==> src/rtl/puf_challenge_sequencer_pkg.sv <==
// Shared types and sizing helpers for the arbiter-PUF challenge sequencer.
package puf_pkg;

    localparam int DEFAULT_N = 128;

    // EVAL is kept in the encoding for compatibility with older tooling; the FSM never enters it.
    typedef enum logic [2:0] {
        IDLE   = 3'd0,
        SETTLE = 3'd1,
        LAUNCH = 3'd2,
        EVAL   = 3'd3,
        RELAX  = 3'd4,
        DONE   = 3'd5
    } state_t;

    // Width needed to hold every value in 0..max_val (never less than 1 bit).
    function automatic int clog2_cnt(input int max_val);
        return (max_val < 2) ? 1 : $clog2(max_val + 1);
    endfunction

endpackage

==> src/rtl/puf_challenge_sequencer_if.sv <==
// Challenge/response handshake bundle; PUF_STABILITY_EN adds the vote-count fields.
interface puf_challenge_sequencer_if
    import puf_pkg::*;
#(
    parameter int N       = DEFAULT_N,
    parameter int REPEATS = 5
);
    logic         chal_valid;
    logic         chal_ready;
    logic [N-1:0] chal_data;
    logic         resp_valid;
    logic         resp_ready;
    logic         resp_bit;
`ifdef PUF_STABILITY_EN
    localparam int CW = clog2_cnt(REPEATS);
    logic [CW-1:0] resp_ones;
    logic          resp_unstable;
`endif

    modport master (
        output chal_valid, chal_data, resp_ready,
`ifdef PUF_STABILITY_EN
        input  resp_ones, resp_unstable,
`endif
        input  chal_ready, resp_valid, resp_bit
    );

    modport slave (
        input  chal_valid, chal_data, resp_ready,
`ifdef PUF_STABILITY_EN
        output resp_ones, resp_unstable,
`endif
        output chal_ready, resp_valid, resp_bit
    );
endinterface

==> src/rtl/puf_challenge_sequencer_sync.sv <==
// Two-flop synchroniser for the asynchronous SR-latch response of the chain.
module puf_resp_sync (
    input  logic clk,
    input  logic rst,
    input  logic async_in,
    output logic sync_out
);
    logic meta;

    // NOTE: non-blocking assignments make both flops sample the old values, forming a true 2-stage chain.
    always_ff @(posedge clk) begin
        if (rst) begin
            meta     <= 1'b0;
            sync_out <= 1'b0;
        end else begin
            meta     <= async_in;
            sync_out <= meta;
        end
    end
endmodule

==> src/rtl/puf_challenge_sequencer.sv <==
// Arbiter-PUF challenge sequencer: settle, REPEATS launch/relax races, majority vote.
// Optional macro PUF_STABILITY_EN exposes the raw vote count and an instability flag.
module puf_challenge_sequencer
    import puf_pkg::*;
#(
    parameter int N          = DEFAULT_N,
    parameter int SETTLE_CYC = 4,
    parameter int EVAL_CYC   = 8,
    parameter int RELAX_CYC  = 4,
    parameter int REPEATS    = 5
) (
    input  logic                  clk,
    input  logic                  rst,
    puf_challenge_sequencer_if.slave bus,
    output logic                  busy,
    output logic [N-1:0]          puf_control,
    output logic                  puf_launch,
    input  logic                  puf_out
);
    localparam int CW        = clog2_cnt(REPEATS);
    localparam int PHASE_MAX = (SETTLE_CYC > EVAL_CYC) ?
                               ((SETTLE_CYC > RELAX_CYC) ? SETTLE_CYC : RELAX_CYC) :
                               ((EVAL_CYC > RELAX_CYC) ? EVAL_CYC : RELAX_CYC);
    localparam int PW        = clog2_cnt(PHASE_MAX - 1);

    if (REPEATS < 1 || (REPEATS % 2) == 0) begin : g_bad_repeats
        $error("puf_challenge_sequencer: REPEATS must be odd and >= 1");
    end
    if (SETTLE_CYC < 1 || EVAL_CYC < 3 || RELAX_CYC < 1) begin : g_bad_timing
        $error("puf_challenge_sequencer: SETTLE_CYC>=1, EVAL_CYC>=3, RELAX_CYC>=1 required");
    end

    state_t        state;
    logic [PW-1:0] phase;
    logic [CW-1:0] ones_cnt;
    logic [CW-1:0] rep_cnt;
    logic          puf_sync;

    puf_resp_sync u_sync (
        .clk      (clk),
        .rst      (rst),
        .async_in (puf_out),
        .sync_out (puf_sync)
    );

    // NOTE: gating with rst keeps chal_ready low while reset is held yet high in the first cycle after it.
    assign bus.chal_ready = (state == IDLE) && !rst;

    always_ff @(posedge clk) begin
        if (rst) begin
            state          <= IDLE;
            phase          <= '0;
            ones_cnt       <= '0;
            rep_cnt        <= '0;
            busy           <= 1'b0;
            puf_control    <= '0;
            puf_launch     <= 1'b0;
            bus.resp_valid <= 1'b0;
            bus.resp_bit   <= 1'b0;
`ifdef PUF_STABILITY_EN
            bus.resp_ones     <= '0;
            bus.resp_unstable <= 1'b0;
`endif
        end else begin
            unique case (state)
                IDLE: begin
                    if (bus.chal_valid) begin
                        puf_control <= bus.chal_data;
                        ones_cnt    <= '0;
                        rep_cnt     <= '0;
                        phase       <= '0;
                        busy        <= 1'b1;
                        state       <= SETTLE;
                    end
                end
                SETTLE: begin
                    if (phase == PW'(SETTLE_CYC - 1)) begin
                        phase      <= '0;
                        puf_launch <= 1'b1;
                        state      <= LAUNCH;
                    end else begin
                        phase <= phase + 1'b1;
                    end
                end
                LAUNCH: begin
                    if (phase == PW'(EVAL_CYC - 1)) begin
                        ones_cnt   <= ones_cnt + CW'(puf_sync);
                        phase      <= '0;
                        puf_launch <= 1'b0;
                        state      <= RELAX;
                    end else begin
                        phase <= phase + 1'b1;
                    end
                end
                RELAX: begin
                    if (phase == PW'(RELAX_CYC - 1)) begin
                        phase   <= '0;
                        rep_cnt <= rep_cnt + 1'b1;
                        if (rep_cnt == CW'(REPEATS - 1)) begin
                            bus.resp_valid <= 1'b1;
                            bus.resp_bit   <= (ones_cnt > CW'(REPEATS / 2));
`ifdef PUF_STABILITY_EN
                            bus.resp_ones     <= ones_cnt;
                            bus.resp_unstable <= (ones_cnt != '0) && (ones_cnt != CW'(REPEATS));
`endif
                            state <= DONE;
                        end else begin
                            puf_launch <= 1'b1;
                            state      <= LAUNCH;
                        end
                    end else begin
                        phase <= phase + 1'b1;
                    end
                end
                DONE: begin
                    if (bus.resp_ready) begin
                        bus.resp_valid <= 1'b0;
                        busy           <= 1'b0;
                        state          <= IDLE;
                    end
                end
                default: state <= IDLE;
            endcase
        end
    end
endmodule
==> src/flat_wrapper.sv <==
// flat-port wrapper written by rule: the top's interface ports become plain ports
module puf_challenge_sequencer_flat import puf_pkg::*;
#(
    parameter int N          = DEFAULT_N,
    parameter int SETTLE_CYC = 4,
    parameter int EVAL_CYC   = 8,
    parameter int RELAX_CYC  = 4,
    parameter int REPEATS    = 5
)
  (clk, rst, busy, puf_control, puf_launch, puf_out, bus_chal_valid, bus_chal_data, bus_resp_ready, bus_chal_ready, bus_resp_valid, bus_resp_bit);
  puf_challenge_sequencer_if #(.N(N), .REPEATS(REPEATS)) bus_i ();
  input  logic clk;
  input  logic rst;
  output logic busy;
  output logic [N-1:0] puf_control;
  output logic puf_launch;
  input  logic puf_out;
  input wire logic [$bits(bus_i.chal_valid)-1:0] bus_chal_valid;
  input wire logic [$bits(bus_i.chal_data)-1:0] bus_chal_data;
  input wire logic [$bits(bus_i.resp_ready)-1:0] bus_resp_ready;
  output wire logic [$bits(bus_i.chal_ready)-1:0] bus_chal_ready;
  output wire logic [$bits(bus_i.resp_valid)-1:0] bus_resp_valid;
  output wire logic [$bits(bus_i.resp_bit)-1:0] bus_resp_bit;
  assign bus_i.chal_valid = bus_chal_valid;
  assign bus_i.chal_data = bus_chal_data;
  assign bus_i.resp_ready = bus_resp_ready;
  assign bus_chal_ready = bus_i.chal_ready;
  assign bus_resp_valid = bus_i.resp_valid;
  assign bus_resp_bit = bus_i.resp_bit;
  puf_challenge_sequencer #(.N(N), .SETTLE_CYC(SETTLE_CYC), .EVAL_CYC(EVAL_CYC), .RELAX_CYC(RELAX_CYC), .REPEATS(REPEATS)) u_core (.clk(clk), .rst(rst), .bus(bus_i), .busy(busy), .puf_control(puf_control), .puf_launch(puf_launch), .puf_out(puf_out));
endmodule
==> config.mk <==
export PLATFORM = sky130hd
export DESIGN_NAME = puf_challenge_sequencer_flat
export DESIGN_NICKNAME = d
export VERILOG_FILES = /design/src/rtl/puf_challenge_sequencer_pkg.sv /design/src/rtl/puf_challenge_sequencer_if.sv /design/src/rtl/puf_challenge_sequencer_sync.sv /design/src/rtl/puf_challenge_sequencer.sv /design/src/flat_wrapper.sv
export SDC_FILE = /design/constraint.sdc
export NUM_CORES = 1
export LEC_CHECK = 0
export CAP_MARGIN = 20
export CORE_ASPECT_RATIO = 1.2
export CORE_MARGIN = 5
export CORE_UTILIZATION = 45
export CTS_BUF_LIST = sky130_fd_sc_hd__clkbuf_2 sky130_fd_sc_hd__clkbuf_4 sky130_fd_sc_hd__clkbuf_8
export DETAILED_ROUTE_END_ITERATION = 8
export GPL_ROUTABILITY_DRIVEN = 0
export PLACE_DENSITY = 0.88
export SLEW_MARGIN = 5
export SYNTH_ARGS = -nofsm -noshare
export SYNTH_HDL_FRONTEND = slang
export SYNTH_SLANG_ARGS = --single-unit
export TNS_END_PERCENT = 10
==> constraint.sdc <==
create_clock -name clk -period 4.1 [get_ports clk]
set_input_delay 1.025 -clock clk [delete_from_list [all_inputs] [get_ports clk]]
set_output_delay 1.025 -clock clk [all_outputs]
set_load 0.05 [all_outputs]
==> impl_metrics.env <==
export IMPL_synth_top_area_share_pct=54.0
export IMPL_powerDensity_nw_per_um2=593
export IMPL_fin_tns_setup_ps=0
export IMPL_synth_flop_cell="dfxtp_1"
export IMPL_setup_viol=0
export IMPL_postCtsHoldBufs=0
export IMPL_tightest_slew_ps=1020
export IMPL_cts_sinks=146
export IMPL_finalCritPeriodShare_pct=69.8
export IMPL_cts_resized=0
export IMPL_crit_top_cell="buf_4"
export IMPL_critPathMaxStageDelay_ps=280
export IMPL_required_ps=3070
export IMPL_drt_pre_antenna_iters=4
export IMPL_grt_pass1_vias=4927
export IMPL_crit_type="in -> out"
export IMPL_diodes=0
export IMPL_mostFrequentLayoutCells="clkdlybuf4s50_1 (263), nand2_1 (262), dfxtp_1 (146), a21oi_1 (136), clkbuf_8 (18)"
export IMPL_synth_edff_count=0
export IMPL_async_flop_share_pct=0
export IMPL_grt_pass1_wl_mm=22.8
export IMPL_hold_start="u_core.u_sync.meta"
export IMPL_coreArea_um2=11900
export IMPL_die_y_um=130
export IMPL_cts_setup_buffers=0
export IMPL_regToRegStartpoint="u_core.state[1]"
export IMPL_groute_usage_overall_pct=20.0
export IMPL_slowest_stage="nor4_1"
export IMPL_arrival_ps=1840
export IMPL_power_frac_seq_pct=35.9
export IMPL_crit_buf_inv=2
export IMPL_outcome="completed"
export IMPL_io_buffers=265
export IMPL_yosysSeqAreaShare_pct=54.0
export IMPL_clockBufferDepth=2
export IMPL_cts_buffers=17
export IMPL_h_tree_depth=4
export IMPL_power_net_switching_mw=2.10
export IMPL_ios=266
export IMPL_drc_errors=0
export IMPL_final_antenna_net_count=0
export IMPL_fp_row_count=44
export IMPL_die_x_um=110
export IMPL_synth_cell_types=36
export IMPL_cp_max_fo=52
export IMPL_endpoint_kind="primary output"
export IMPL_vias=5360
export IMPL_pwr_share_comb_pct=42.2
export IMPL_hold_violations=0
export IMPL_slew_headroom_pct=32.0
export IMPL_cts_tree="yes"
export IMPL_place_hpwl_mm=11.1
export IMPL_syn_area_um2=5410
export IMPL_die_area_um2=14300
export IMPL_yosys_top_cells_area="dfxtp_1 (54%), nand2_1 (18%), a21oi_1 (13%)"
export IMPL_swShare_pct=41.7
export IMPL_avgSynthCellArea_um2=7.98
export IMPL_fmax_ghz=0.350
export IMPL_ys_warn_count=0
export IMPL_period_needed_ps=2860
export IMPL_nNetsFinal=1061
export IMPL_avgRoutedWirePerCell_um=14.1
export IMPL_worstSetupStartpoint="rst"
export IMPL_worst_clock_skew_ps=14.8
export IMPL_drt_iter0_markers=308
export IMPL_final_common_cell="clkdlybuf4s50_1"
export IMPL_rsz0062_at_grt="false"
export IMPL_routed_wl_mm=15.4
export IMPL_cts_root_buf="clkbuf_8"
export IMPL_initial_core_util_pct=45.3
export IMPL_clk_pin_slew_ps=80
export IMPL_synthCells=678
export IMPL_clk_latency_ps=420
export IMPL_peakVddDrop_mv=0.350
export IMPL_clockPowerShare_pct=21.9
export IMPL_path_delay_family="buffers and inverters"
export IMPL_grt_ovfl_total=0
export IMPL_cp_cell_sequence="buf_4, nor4_1, buf_4"
export IMPL_slew_violations=0
export IMPL_syn_nets=821
export IMPL_postLayoutCoreUtil_pct=71.2
export IMPL_routed_via_density=4.91
export IMPL_synth_largest_area_cell="dfxtp_1"
export IMPL_grt_max_degree=101
export IMPL_maxCapViolations=0
export IMPL_fill_cells=943
export IMPL_intPower_mw=2.94
export IMPL_antenna_found_initial=0
export IMPL_min_delay_path_class="reg -> reg"
export IMPL_drive_above_1_share_pct=4.94
export IMPL_area_growth_pct=57.1
export IMPL_start_kind="input port"
export IMPL_synth_seq_cells=146
export IMPL_total_leakage_power_nw=3.14
## final timing paths
kind	end	slack [ps]	cells after the start
min	u_core.u_sync.sync_out	450	1
min reg2reg	u_core.u_sync.sync_out	450	1
max reg2reg	u_core.puf_control[13]	1840	5
max	bus_chal_ready	1240	3
## through the flow
stage,hold slack [ps],setup slack (ps),instances,total power [mW],instance area (um2)
after floorplan,414,264,678,3.26,5410
after global placement,422,1270,1060,3.96,8110
after detailed placement,421,1210,1060,3.99,8110
after CTS,455,1200,1092,5.10,8500
after global routing,466,1180,1092,5.31,8500
final,450,1240,1092,5.05,8500
## layer usage
layer  global-route usage, %  vias to the layer above  routed length, um
met3                    7.77                       28               1630
met1                    22.1                     2437               5970
li1                        -                     2689                  -
met5                       0                        -                  0
met4                    8.91                        0                425
met2                    34.0                      206               7410
## flip-flops by register name, indices dropped and copies added (netlist names)
signal	flops
u_core.bus.resp_bit	1
u_core.bus.resp_valid	1
u_core.busy	1
u_core.ones_cnt	3
u_core.phase	3
u_core.puf_control	128
u_core.puf_launch	1
u_core.rep_cnt	3
u_core.state	3
u_core.u_sync.meta	1
u_core.u_sync.sync_out	1
## area by class of cell
cell class	count	area [um2]	share of cell area, %
clock buffers	20	263	3.09
flip-flops and latches	146	2920	34.4
multi-input cells	475	2250	26.5
clock inverters	12	131	1.55
repair buffers	271	2710	31.8
well taps	161	201	2.37
inverters	7	26.3	0.309
## Yosys cell counts (2+ instances only)
cell type and instances:
a221oi_1 2, nand3b_1 2, o21ai_0 7, ha_1 10, nor3b_1 4, nand2_1 263, nand3_1 4, or3_1 2
o22ai_1 2, buf_2 24, nor2_1 8, a22oi_1 2, nor3_1 5, dfxtp_1 146, xor2_1 2, inv_1 7
o211ai_1 2, a21oi_1 136, nor2b_1 5, nand2b_1 4, clkbuf_1 26
## power by group through the flow
stage / combinational [mW] / sequential, mW / clock [mW]
after floorplan: 0.688 / 2.57 / 0
after global placement: 2.12 / 1.83 / 0
after detailed placement: 2.14 / 1.85 / 0
after CTS: 2.15 / 1.81 / 1.14
after global routing: 2.27 / 1.84 / 1.20
final: 2.13 / 1.81 / 1.10
## cells by family (layout without fill, tap and decap cells)
group / count (synthesis) / after routing / share of synthesized area (%)
xor+xnor: 3 / 3 / 0.486
simple gates: 305 / 305 / 23.3
flops: 146 / 146 / 54.0
mux: 2 / 2 / 0.393
buf+inv: 57 / 310 / 4.51
fa+ha+maj: 10 / 10 / 2.31
compound gates: 155 / 155 / 15.0
Power figures use the tool's default switching activity.
